===== config.mk =====
export PLATFORM = sky130hd
export DESIGN_NAME = game_state_ctrl
export DESIGN_NICKNAME = d
export VERILOG_FILES = /design/src/rtl/game_pkg.sv /design/src/rtl/game_state_ctrl_timer.sv /design/src/rtl/game_state_ctrl.sv
export SDC_FILE = /design/constraint.sdc
export NUM_CORES = 1
export LEC_CHECK = 0
export BUFFER_PORTS_ARGS = -buffer_cell sky130_fd_sc_hd__buf_2
export CAP_MARGIN = 20
export CORE_ASPECT_RATIO = 1.4
export CORE_MARGIN = 2
export CORE_UTILIZATION = 45
export CTS_CLUSTER_DIAMETER = 80
export DETAILED_ROUTE_END_ITERATION = 16
export SYNTH_ARGS = -nofsm -noshare
export SYNTH_HDL_FRONTEND = slang
export SYNTH_SLANG_ARGS = --single-unit

===== constraint.sdc =====
create_clock -name CLK -period 4.2 [get_ports CLK]
set_input_delay 0.21 -clock CLK [delete_from_list [all_inputs] [get_ports CLK]]
set_output_delay 0.21 -clock CLK [all_outputs]
set_load 0.01 [all_outputs]

===== src/rtl/game_pkg.sv =====
// Shared definitions for the factorization game: STATE bus codes, RESULT bit
// positions, score/round widths and small helpers.
package game_pkg;

  typedef enum logic [3:0] {
    ST_IDLE     = 4'b0000,
    ST_LOAD     = 4'b0001,
    ST_WAIT_Q   = 4'b0010,
    ST_QUESTION = 4'b0011,
    ST_INPUT    = 4'b0100,
    ST_JUDGE    = 4'b0101,
    ST_DRAW     = 4'b0110,
    ST_GOOD     = 4'b1000,
    ST_OUCH     = 4'b1001,
    ST_WIN      = 4'b1010,
    ST_LOSE     = 4'b1011
  } game_state_e;

  localparam int unsigned RES_OWN_BIT = 0;
  localparam int unsigned RES_OPP_BIT = 1;

  localparam int unsigned SCORE_W = 4;
  localparam int unsigned ROUND_W = 4;

  localparam logic [SCORE_W-1:0] SCORE_MAX = '1;

  function automatic int unsigned max3(input int unsigned a, input int unsigned b,
                                       input int unsigned c);
    int unsigned m;
    m = (a > b) ? a : b;
    return (m > c) ? m : c;
  endfunction

  function automatic logic [SCORE_W-1:0] sat_inc(input logic [SCORE_W-1:0] s);
    return (s == SCORE_MAX) ? s : s + 1'b1;
  endfunction

endpackage


===== src/rtl/game_state_ctrl_timer.sv =====
// cycle_timer: up-counter with synchronous clear and enable; done_o flags the
// cycle in which the count equals last_i while counting is enabled.
module cycle_timer #(
  parameter int unsigned W = 8
) (
  input  logic         clk_i,
  input  logic         rst_i,
  input  logic         clr_i,
  input  logic         en_i,
  input  logic [W-1:0] last_i,
  output logic         done_o
);

  logic [W-1:0] cnt_q, cnt_d;

  always_comb begin
    cnt_d = cnt_q;
    if (clr_i)     cnt_d = '0;
    else if (en_i) cnt_d = cnt_q + 1'b1;
  end

  always_ff @(posedge clk_i) begin
    if (rst_i) cnt_q <= '0;
    else       cnt_q <= cnt_d;
  end

  assign done_o = en_i && (cnt_q == last_i);

endmodule


===== src/rtl/game_state_ctrl.sv =====
// Top-level game sequencer: drives the STATE bus, rounds and scores.
// Optional answer timeout in INPUT is enabled by defining GAME_INPUT_TMO_EN.
module game_state_ctrl
  import game_pkg::*;
#(
  parameter int unsigned ROUNDS        = 5,
  parameter int unsigned Q_SHOW_CYC    = 50_000_000,
  parameter int unsigned RES_SHOW_CYC  = 100_000_000,
  parameter int unsigned INPUT_TMO_CYC = 500_000_000
) (
  input  logic               CLK,
  input  logic               RST,
  input  logic               START,
  input  logic               QUE_OK,
  input  logic               DEC,
  input  logic               RES_VALID,
  input  logic [1:0]         RESULT,
  output logic [3:0]         STATE,
  output logic               Q_REQ,
  output logic [ROUND_W-1:0] ROUND,
  output logic [SCORE_W-1:0] SCORE_A,
  output logic [SCORE_W-1:0] SCORE_B,
  output logic               GAME_OVER
);

  localparam int unsigned TMR_W = $clog2(max3(Q_SHOW_CYC, RES_SHOW_CYC, INPUT_TMO_CYC) + 1);

  game_state_e        state_q, state_d;
  logic [ROUND_W-1:0] round_q, round_d;
  logic [SCORE_W-1:0] score_a_q, score_a_d;
  logic [SCORE_W-1:0] score_b_q, score_b_d;
  logic               q_req_q, q_req_d;
  logic               game_over_q, game_over_d;

  logic               tmr_en;
  logic [TMR_W-1:0]   tmr_last;
  logic               tmr_done;

  cycle_timer #(.W(TMR_W)) u_timer (
    .clk_i  (CLK),
    .rst_i  (RST),
    .clr_i  (state_d != state_q),
    .en_i   (tmr_en),
    .last_i (tmr_last),
    .done_o (tmr_done)
  );

  always_comb begin
    state_d     = state_q;
    round_d     = round_q;
    score_a_d   = score_a_q;
    score_b_d   = score_b_q;
    game_over_d = game_over_q;
    tmr_en      = 1'b0;
    tmr_last    = '0;

    case (state_q)
      ST_IDLE: begin
        if (START) begin
          state_d   = ST_LOAD;
          round_d   = '0;
          score_a_d = '0;
          score_b_d = '0;
        end
      end
      ST_LOAD:   state_d = ST_WAIT_Q;
      ST_WAIT_Q: if (QUE_OK) state_d = ST_QUESTION;
      ST_QUESTION: begin
        tmr_en   = 1'b1;
        tmr_last = TMR_W'(Q_SHOW_CYC - 1);
        if (tmr_done) state_d = ST_INPUT;
      end
      ST_INPUT: begin
`ifdef GAME_INPUT_TMO_EN
        tmr_en   = 1'b1;
        tmr_last = TMR_W'(INPUT_TMO_CYC - 1);
        if (DEC) begin
          state_d = ST_JUDGE;
        end else if (tmr_done) begin
          state_d   = ST_OUCH;
          score_b_d = sat_inc(score_b_q);
        end
`else
        if (DEC) state_d = ST_JUDGE;
`endif
      end
      ST_JUDGE: begin
        if (RES_VALID) begin
          if (RESULT[RES_OWN_BIT] && !RESULT[RES_OPP_BIT]) begin
            state_d   = ST_GOOD;
            score_a_d = sat_inc(score_a_q);
          end else if (!RESULT[RES_OWN_BIT] && RESULT[RES_OPP_BIT]) begin
            state_d   = ST_OUCH;
            score_b_d = sat_inc(score_b_q);
          end else begin
            state_d = ST_DRAW;
          end
        end
      end
      ST_GOOD, ST_OUCH, ST_DRAW: begin
        // DRAW doubles as the final tie state; GAME_OVER tells the two apart.
        if (state_q == ST_DRAW && game_over_q) begin
          if (START) begin
            state_d     = ST_IDLE;
            game_over_d = 1'b0;
          end
        end else begin
          tmr_en   = 1'b1;
          tmr_last = TMR_W'(RES_SHOW_CYC - 1);
          if (tmr_done) begin
            if (round_q < ROUND_W'(ROUNDS - 1)) begin
              round_d = round_q + 1'b1;
              state_d = ST_LOAD;
            end else begin
              game_over_d = 1'b1;
              if (score_a_q > score_b_q)      state_d = ST_WIN;
              else if (score_a_q < score_b_q) state_d = ST_LOSE;
              else                            state_d = ST_DRAW;
            end
          end
        end
      end
      ST_WIN, ST_LOSE: begin
        if (START) begin
          state_d     = ST_IDLE;
          game_over_d = 1'b0;
        end
      end
      default: begin
        state_d     = ST_IDLE;
        game_over_d = 1'b0;
      end
    endcase

    q_req_d = (state_d == ST_LOAD);
  end

  always_ff @(posedge CLK) begin
    if (RST) begin
      state_q     <= ST_IDLE;
      round_q     <= '0;
      score_a_q   <= '0;
      score_b_q   <= '0;
      q_req_q     <= 1'b0;
      game_over_q <= 1'b0;
    end else begin
      state_q     <= state_d;
      round_q     <= round_d;
      score_a_q   <= score_a_d;
      score_b_q   <= score_b_d;
      q_req_q     <= q_req_d;
      game_over_q <= game_over_d;
    end
  end

  assign STATE     = state_q;
  assign Q_REQ     = q_req_q;
  assign ROUND     = round_q;
  assign SCORE_A   = score_a_q;
  assign SCORE_B   = score_b_q;
  assign GAME_OVER = game_over_q;

endmodule


### Word-level counts from Yosys, hierarchy flattened

Index checks and enable logic that the tools add are counted.
W data, S select, Z words.

| word-level totals | value |
|---|---|
| output and inout port bits | 18 |
| word-level logic and storage cells | 96 |
| memories kept | 0 |
| bits in latches | 0 |
| memory bits (writable) | 0 |
| register bits after elaboration | 47 |
| input port bits | 8 |
| ROM bits | 0 |

| operators by class | value |
|---|---|
| reduce and logical (&&, ||, !) cells | 17 |
| equal/unequal tests | 27 |
| muxes and demuxes | 37 |
| shifts and indexed selects | 0 |
| add/sub/neg operators | 4 |
| $mul | 0 |
| bitwise operators | 1 |
| div/mod/pow operators | 0 |
| $lt $le $gt $ge | 3 |

Operators with widths:

| kind | number |
|---|---|
| $mux W4 | 24 |
| $pmux W27 S2 | 1 |
| $pmux W4 S8 | 1 |
| $add A29 B1 Y29 const B | 1 |
| $eq A29 B27 Y1 | 1 |
| $mux W27 | 1 |
| $eq A4 B4 Y1 const B | 6 |
| $pmux W4 S2 | 3 |
| $ne A2 B2 Y1 const B | 10 |
| $add A4 B1 Y4 const B | 3 |
| $eq A4 B3 Y1 const B | 3 |
| $reduce_and A5 Y1 | 2 |
| $eq A4 B1 Y1 const B | 2 |
| $eq A4 B2 Y1 const B | 2 |
| $ne A3 B3 Y1 const B | 2 |
| $reduce_and A6 Y1 | 1 |
| $reduce_or A6 Y1 | 1 |
| $mux W1 | 5 |
| $gt A4 B4 Y1 | 1 |
| $logic_and A1 B1 Y1 | 4 |
| $logic_not A4 Y1 | 1 |
| $lt A4 B3 Y1 const B | 1 |
| $lt A4 B4 Y1 | 1 |
| $ne A4 B4 Y1 | 1 |
| other kinds (8) | 11 |

### Depth between registers and ports, before layout

Gate-level depths: netlist of the first run.

| logic depth | value |
|---|---|
| word-level depth | 11 |
| depth in mapped cells | 11 |

### Modules after synthesis

Synthesis of the first run repeated with hierarchy kept, for this count alone.

| unflattened totals | value |
|---|---|
| cells, all modules | 360 |
| area total of the unflattened synthesis | 2,939.1 um^2 |

Modules (own cells, without submodules):

| module | area each (um^2) | sequential area each (um^2) | cells each | times used |
|---|---|---|---|---|
| cycle_timer | 1,667.8 | 580.6 | 202 | 1 |
| game_state_ctrl | 1,271.2 | 360.3 | 158 | 1 |

### Worst setup path before layout of the first run

OpenSTA, ideal clock, no wires.

| timing | value |
|---|---|
| kind | register -> register |
| start point | register state_q[3], in the netlist STATE[3] |
| end point | register u_timer.cnt_q[4] |
| data required time | 4.085 ns |
| data arrival time | 2.116 ns |
| period minus slack after synthesis | 2.231 ns |
| buffers on the path | 4 |
| setup slack | 1.969 ns |
| cell stages (with the launch flop) | 12 |
| setup time | 0.115 ns |
| path through | dfxtp_1 buf_4 nor3b_2 a211o_1 buf_4 and3_1 nand3_2 a211o_1 o211ai_2 buf_6 buf_6 nor2_1 |

| between the ends | value |
|---|---|
| longest elaborated chain between the ends | 11 |

RTL lines:

| item | RTL line | RTL |
|---|---|---|
| from (decl) | game_state_ctrl.sv:28 | `game_state_e state_q, state_d;` |
| from (signal assigned) | game_state_ctrl.sv:147 | `state_q <= state_d;` |
| $eq A4 B3 Y1 | game_state_ctrl.sv:57, game_state_ctrl.sv:102 |  |
| $logic_and A1 B1 Y1 | game_state_ctrl.sv:102 | `if (state_q == ST_DRAW && game_over_q) begin` |
| $mux W27 | game_state_ctrl.sv:102 |  |
| $pmux W27 S2 | game_state_ctrl.sv:57 | `case (state_q)` |
| $eq A29 B27 Y1 | game_state_ctrl_timer.sv:27 | `assign done_o = en_i && (cnt_q == last_i);` |
| $logic_and A1 B1 Y1 | game_state_ctrl_timer.sv:27 |  |
| $mux W4 | game_state_ctrl.sv:110 | `if (tmr_done) begin` |
| $mux W4 | game_state_ctrl.sv:102 |  |
| $pmux W4 S8 | game_state_ctrl.sv:57 |  |
| $ne A4 B4 Y1 | game_state_ctrl.sv:42 | `.clr_i (state_d != state_q),` |
| $reduce_or A2 Y1 (no line) | -- |  |
| to (signal assigned) | game_state_ctrl_timer.sv:24 | `else cnt_q <= cnt_d;` |
| to (decl) | game_state_ctrl_timer.sv:14 | `logic [W-1:0] cnt_q, cnt_d;` |

Parallel ways exist; a longest one is shown, timed or not.
A chain may end at the register's enable or synchronous reset.

### Worst setup path after layout of the first run

| timing | value |
|---|---|
| start point | register state_q[2], in the netlist STATE[2] |
| end point | register u_timer.cnt_q[0] |

Same word-level chain as after synthesis.

==> impl_metrics.py, run 1 <==
metrics = {
    "run_status": {
        "status": "completed",
    },
    "place": {
        "gp_congestion": 0.938,
        "hpwl_um": 4940,
        "port_buffers": 25,
    },
    "route": {
        "post-route-drc-count": 0,
        "firstDrtPassIters": 4,
        "wirelength_um": 6630,
        "vias": 2483,
        "ant_nets": 0,
        "via_per_inst": 5.49,
        "drt-initial-drc-count": 114,
        "wire_per_inst_um": 14.7,
    },
    "clock_network": {
        "hold_buffers": 0,
        "cts_setup_buffers": 0,
        "cts_tree": "built",
        "cts_resized": 0,
        "cts_num_sinks": 47,
        "clock_latency_ps": 300,
        "cts-root-buf": "clkbuf_8",
        "clock_path_buffers": 2,
        "cts_buffers": 5,
        "clk_pin_slew_ps": 90,
        "htreeDepth": 2,
    },
    "floorplanning": {
        "initial_core_util_pct": 46.9,
        "io_pins": 26,
        "fp.dieH_um": 99.6,
        "fp.dieW_um": 72.3,
        "num_rows": 34,
        "core_um2": 6250,
        "die_area_um2": 7190,
    },
    "global_route": {
        "grt_max_degree": 30,
        "antenna_found_initial": 0,
        "grt_pass1_vias": 2389,
        "grt_first_pass_wirelength_um": 11100,
        "grt.total_usage_pct": 19.3,
        "overflow": 0,
    },
    "synthesis": {
        "synth-seq-area-share_pct": 32.1,
        "yosys.area.top_type": "dfxtp_1",
        "synth.most_common_cell": "nor2_1",
        "avgSynthCellArea_um2": 8.09,
        "synth-seq-cells": 47,
        "ys_top_cells_by_area": "dfxtp_1 (32%), nor2_1 (9.1%), xnor2_1 (8.1%)",
        "syn-num-nets": 382,
        "synthArstFlopShare_pct": 0,
        "synth_area_um2": 2940,
        "synth.top_cell.area_share_pct": 32.1,
        "ys_warn_count": 0,
        "syn_inst": 363,
        "synth_common_cells": "nor2_1 (71), dfxtp_1 (47), nand2_1 (29), xnor2_1 (27), inv_1 (18)",
        "ys_types": 67,
        "synthFlopType": "dfxtp_1",
        "synth_edf_count": 0,
    },
    "power_and_ir_drop": {
        "swShare_pct": 26.8,
        "internal_power_mw": 0.625,
        "power.share.sequential_pct": 54.1,
        "clkPwrFrac_pct": 34.2,
        "vdd_drop_max_mv": 0.178,
        "power_switching_mw": 0.228,
        "p_comb_share_pct": 11.7,
        "p_per_area_nw_per_um2": 270,
        "leakage_nw": 1.17,
    },
    "critical_path": {
        "worstPathRequired_ps": 4380,
        "r2r_cells": 9,
        "end_kind": "flip-flop",
        "worstPathArrival_ps": 3410,
        "path_max_fanout": 29,
        "critPathLaunchType": "flip-flop",
        "worstSetupPathType": "flip-flop to flip-flop",
    },
    "layout": {
        "area_growth_pct": 7.67,
        "final_nets": 398,
        "n_antenna_cell": 0,
        "n_fill_cell": 627,
        "drive_above_1_share_pct": 14.5,
    },
    "timing": {
        "finalCritPeriodShare_pct": 76.8,
        "setup_violations": 0,
        "hold_violations": 0,
        "finalSetupTns_ps": 0,
        "hold-worst-slack_ps": 223,
        "skew_ps": 9.39,
        "post-route-min-period_ps": 3220,
        "drv_slew": 0,
        "fmax_mhz": 310,
        "max-slew-margin-rel_pct": 53.0,
        "rsz0062_at_grt": "false",
        "worst_slew_pin_slew_ps": 704,
    },
    "worst_hold_path": {
        "min_path_cells": 2,
        "hold_path.class": "primary input to flip-flop",
    },
    "run": {
        "drv_cap": 0,
    },
}
cell usage in the layout, fill, tap and decap left out, types with 9 or more instances in the layout:
master | synthesis | routed
a21oi_1 | 11 | 11
ha_1 | 11 | 11
nor3_1 | 9 | 9
nor2_1 | 71 | 71
nand2_1 | 29 | 29
nand3_1 | 11 | 11
xnor2_1 | 27 | 27
dfxtp_1 | 47 | 47
buf_2 | 5 | 25
inv_1 | 18 | 18
per-stage QoR:
stage	util [%]	worst slack, ps	cell area (um2)	cells	power (mW)
after floorplan	-	1970	2940	363	0.548
after global placement	49.0	1120	3060	444	0.572
after detailed placement	49.0	1030	3060	444	0.571
after CTS	50.5	1000	3160	452	0.866
after global routing	50.5	731	3160	452	0.897
final	50.5	976	3160	452	0.853
final timing paths:
path | startpoint | endpoint | slack [ps]
setup reg to reg | STATE[2] | u_timer.cnt_q[0] | 980
hold reg to reg | u_timer.cnt_q[3] | u_timer.cnt_q[3] | 540
hold / removal | RST | ROUND[1] | 220
setup / recovery | STATE[2] | u_timer.cnt_q[0] | 980
sequential cells by signal, summed over array words and instances (netlist names):
register       count
u_timer.cnt_q     29
Q_REQ              1
SCORE_B            4
ROUND              4
STATE              4
SCORE_A            4
GAME_OVER          1
critical path, stage by stage (launching register included):
cell      delay [ps]
dfxtp_1          780
nor4bb_1         370
buf_4            210
a211o_1          360
and3_1           260
nand3_2          260
a211o_1          400
o211ai_2          60
buf_4            320
nor2_1            90
power groups by stage:
stage,logic [mW],registers [mW],clock network (mW)
after floorplan,0.0791,0.469,0
after global placement,0.100,0.472,0
after detailed placement,0.0993,0.472,0
after CTS,0.0998,0.462,0.304
after global routing,0.111,0.464,0.322
final,0.0995,0.462,0.292
logic make-up (layout without fill, tap and decap cells):
group / Yosys count / count (layout) / share of synthesized area [%]
adder cells (fa/ha/maj): 11 / 11 / 4.69
XOR/XNOR: 35 / 35 / 10.4
buffers and inverters: 36 / 53 / 5.84
AND/OR/NAND/NOR: 171 / 171 / 30.1
multiplexers: 7 / 7 / 2.43
AO/OA/AOI/OAI: 56 / 56 / 14.5
flip-flops: 47 / 47 / 32.1
layer usage:
metal	up-vias	wire length, um	global-route usage [%]
li1	1290	-	-
met1	1161	2810	22.6
met2	27	3600	35.4
met3	5	150	3.04
met4	0	70	5.22
met5	-	0	0
layout make-up:
class                      count  area, um2  share of cell area, %
sequential                    47        941                   29.8
tap                           72       90.1                   2.85
clock inverter                 2       16.3                  0.515
multi-input combinational    280       1820                   57.7
clock buffer                   6       82.6                   2.61
inverter                      18       67.6                   2.14
timing repair buffer          27        140                   4.43
Note: power is estimated with default switching activity, not from simulation.
==> inputs of run 2 (changes only) <==
--- a/config.mk
+++ b/config.mk
@@ -12,6 +12,7 @@
 export CORE_UTILIZATION = 45
 export CTS_CLUSTER_DIAMETER = 80
 export DETAILED_ROUTE_END_ITERATION = 16
+export PLACE_DENSITY = 0.65
 export SYNTH_ARGS = -nofsm -noshare
 export SYNTH_HDL_FRONTEND = slang
 export SYNTH_SLANG_ARGS = --single-unit
==> constraint.sdc (replaced) <==
create_clock -name CLK -period 2.95 [get_ports CLK]
set_input_delay 0.1475 -clock CLK [delete_from_list [all_inputs] [get_ports CLK]]
set_output_delay 0.1475 -clock CLK [all_outputs]
set_load 0.01 [all_outputs]
==> run 2 against run 1 <==
  * Wire length grew 3.1%
  * Total power grew 52%
  * Utilization grew 0.98 points
  * Combinational power grew 57%
  * Setup slack lost 740 ps
  * Via count grew 3.8%
  * Die area is the same
  * Register-to-register slack lost 740 ps
  * Sequential power grew 41%
  * Sequential share of layout area shrank 0.57 points
  * Global-route usage grew 0.91 points
  * Critical path type unchanged
  * Critical endpoint is now Q_REQ
==> impl_metrics.py, run 2 (synthesis results as in run 1) <==
metrics = {
    "layout": {
        "top_register": "u_timer.cnt_q",
        "drive_above_1_share_pct": 15.8,
        "final_nets": 404,
        "n_fill_cell": 634,
        "multi_input_area_um2": 1820,
        "final_common_cell": "nor2_1",
        "finalNonFillerCells": 458,
        "largest_reg_flops": 29,
        "mostFrequentLayoutCells": "nor2_1 (71), dfxtp_1 (47), nand2_1 (29)",
        "area_growth_pct": 9.76,
        "seq_area_um2": 941,
        "n_antenna_cell": 0,
    },
    "worst_hold_path": {
        "hold_path.class": "primary input to flip-flop",
        "hp-start": "RST",
        "min_path_cells": 2,
    },
    "clock_network": {
        "cts-root-buf": "clkbuf_8",
        "clock_latency_ps": 310,
        "clock_path_buffers": 2,
        "cts_tree": "built",
        "cts_resized": 0,
        "clk_pin_slew_ps": 100,
        "cts_num_sinks": 47,
        "cts_setup_buffers": 0,
        "htreeDepth": 2,
        "cts_buffers": 5,
        "hold_buffers": 0,
    },
    "critical_path": {
        "critPathCapture": "Q_REQ",
        "worstPathArrival_ps": 2910,
        "r2r_cells": 8,
        "crit_start": "STATE[2]",
        "critPathLaunchType": "flip-flop",
        "worstPathRequired_ps": 3150,
        "r2r_slack_ps": 240,
        "r2r-end": "Q_REQ",
        "max_stage_delay_ps": 490,
        "end_kind": "flip-flop",
        "cpMaxStageDelayCell": "dfxtp_1",
        "crit_chain": "nor4bb_1 -> buf_4 -> a211o_1 -> and3_1 -> o211ai_1 -> a221oi_1 -> a21boi_2 -> and4b_1",
        "path_max_fanout": 9,
        "rr_startpoint": "STATE[2]",
        "worstSetupPathType": "flip-flop to flip-flop",
    },
    "place": {
        "dp_worst_setup_slack_ps": 324,
        "hpwl_um": 5280,
        "dp_cells": 450,
        "gp_congestion": 0.909,
        "port_buffers": 25,
    },
    "route": {
        "wire_per_inst_um": 14.9,
        "ant_nets": 0,
        "via_per_inst": 5.63,
        "met1_length_um": 2620,
        "firstDrtPassIters": 4,
        "vias": 2577,
        "routed-wl-met2_um": 3730,
        "wl_met3_um": 231,
        "drt-initial-drc-count": 81,
        "highest_layer": "met4",
        "post-route-drc-count": 0,
        "wirelength_um": 6830,
    },
    "global_route": {
        "grt.total_usage_pct": 20.2,
        "grt_first_pass_wirelength_um": 11500,
        "overflow": 0,
        "antenna_found_initial": 0,
        "grt_max_degree": 30,
        "grt_pass1_vias": 2486,
    },
    "timing": {
        "rsz0062_at_grt": "false",
        "finalSetupTns_ps": 0,
        "max-slew-margin-rel_pct": 66.6,
        "finalCritPeriodShare_pct": 91.9,
        "fin_ws_ps": 240,
        "drv_slew": 0,
        "skew_ps": 8.27,
        "hold_violations": 0,
        "post-route-min-period_ps": 2710,
        "setup_violations": 0,
        "fmax_mhz": 369,
        "worst_slew_pin_slew_ps": 496,
    },
    "floorplanning": {
        "core_um2": 6250,
        "num_rows": 34,
        "die_area_um2": 7190,
        "io_pins": 26,
        "fp.dieH_um": 99.6,
        "initial_core_util_pct": 46.9,
        "fp.dieW_um": 72.3,
    },
    "power_and_ir_drop": {
        "p_per_area_nw_per_um2": 402,
        "vdd_drop_max_mv": 0.242,
        "leakage_nw": 1.21,
    },
    "run": {
        "drv_cap": 0,
    },
    "run_status": {
        "status": "completed",
    },
}
==> run 2: cell types whose count changed in the layout (fill, tap and decap cells not counted) <==
cell,before,now
clkbuf_8,6,5
clkinv_4,1,0
inv_6,0,1
bufinv_16,0,1
buf_4,2,8
==> run 2: critical path: cells and delay by family, from the launching register on <==
kind | cells | cell delay [ps]
AO/OA/AOI/OAI | 4 | 1100
buffers and inverters | 1 | 210
flip-flops | 1 | 490
AND/OR/NAND/NOR | 3 | 810
==> run 2: how the worst min path moves through the flow <==
stage,endpoint,slack [ps]
6_report,SCORE_A[1],160
5_1_grt,STATE[3],180
4_1_cts,SCORE_A[1],150
3_5_place_dp,SCORE_A[1],470
3_3_place_gp,STATE[2],470
2_1_floorplan,Q_REQ,450
==> run 2: layout make-up <==
| class | instances | area share (%) |
|---|---|---|
| Multi-Input combinational cell | 280 | 56.6 |
| Sequential cell | 47 | 29.2 |
| Timing Repair Buffer | 33 | 5.75 |
| Tap cell | 72 | 2.80 |
| Clock buffer | 5 | 2.14 |
| Inverter | 18 | 2.10 |
| Clock inverter | 3 | 1.44 |
==> run 2: per-layer routing <==
layer	vias up	track usage, %
met5	-	0
met4	0	9.29
li1	1301	-
met1	1194	20.8
met3	23	3.04
met2	59	38.6
==> run 2: report_power, final <==
| group | leakage [nW] | switching [mW] | internal (mW) | total, mW |
|---|---|---|---|---|
| combinational | 0.776 | 0.0957 | 0.0603 | 0.156 |
| sequential | 0.379 | 0.00805 | 0.642 | 0.650 |
| clock | 0.0548 | 0.234 | 0.256 | 0.489 |
| total | 1.21 | 0.337 | 0.957 | 1.29 |
==> run 2: metrics by stage <==
step           utilization, %  instance area (um2)  hold slack (ps)  power [mW]
5_1_grt                  51.5                 3220              183        1.35
4_1_cts                  51.5                 3220              149        1.31
3_5_place_dp             49.7                 3110              473       0.821
3_3_place_gp             49.7                 3110              472       0.819
2_1_floorplan               -                 2940              452       0.780
6_report                 51.5                 3220              161        1.29
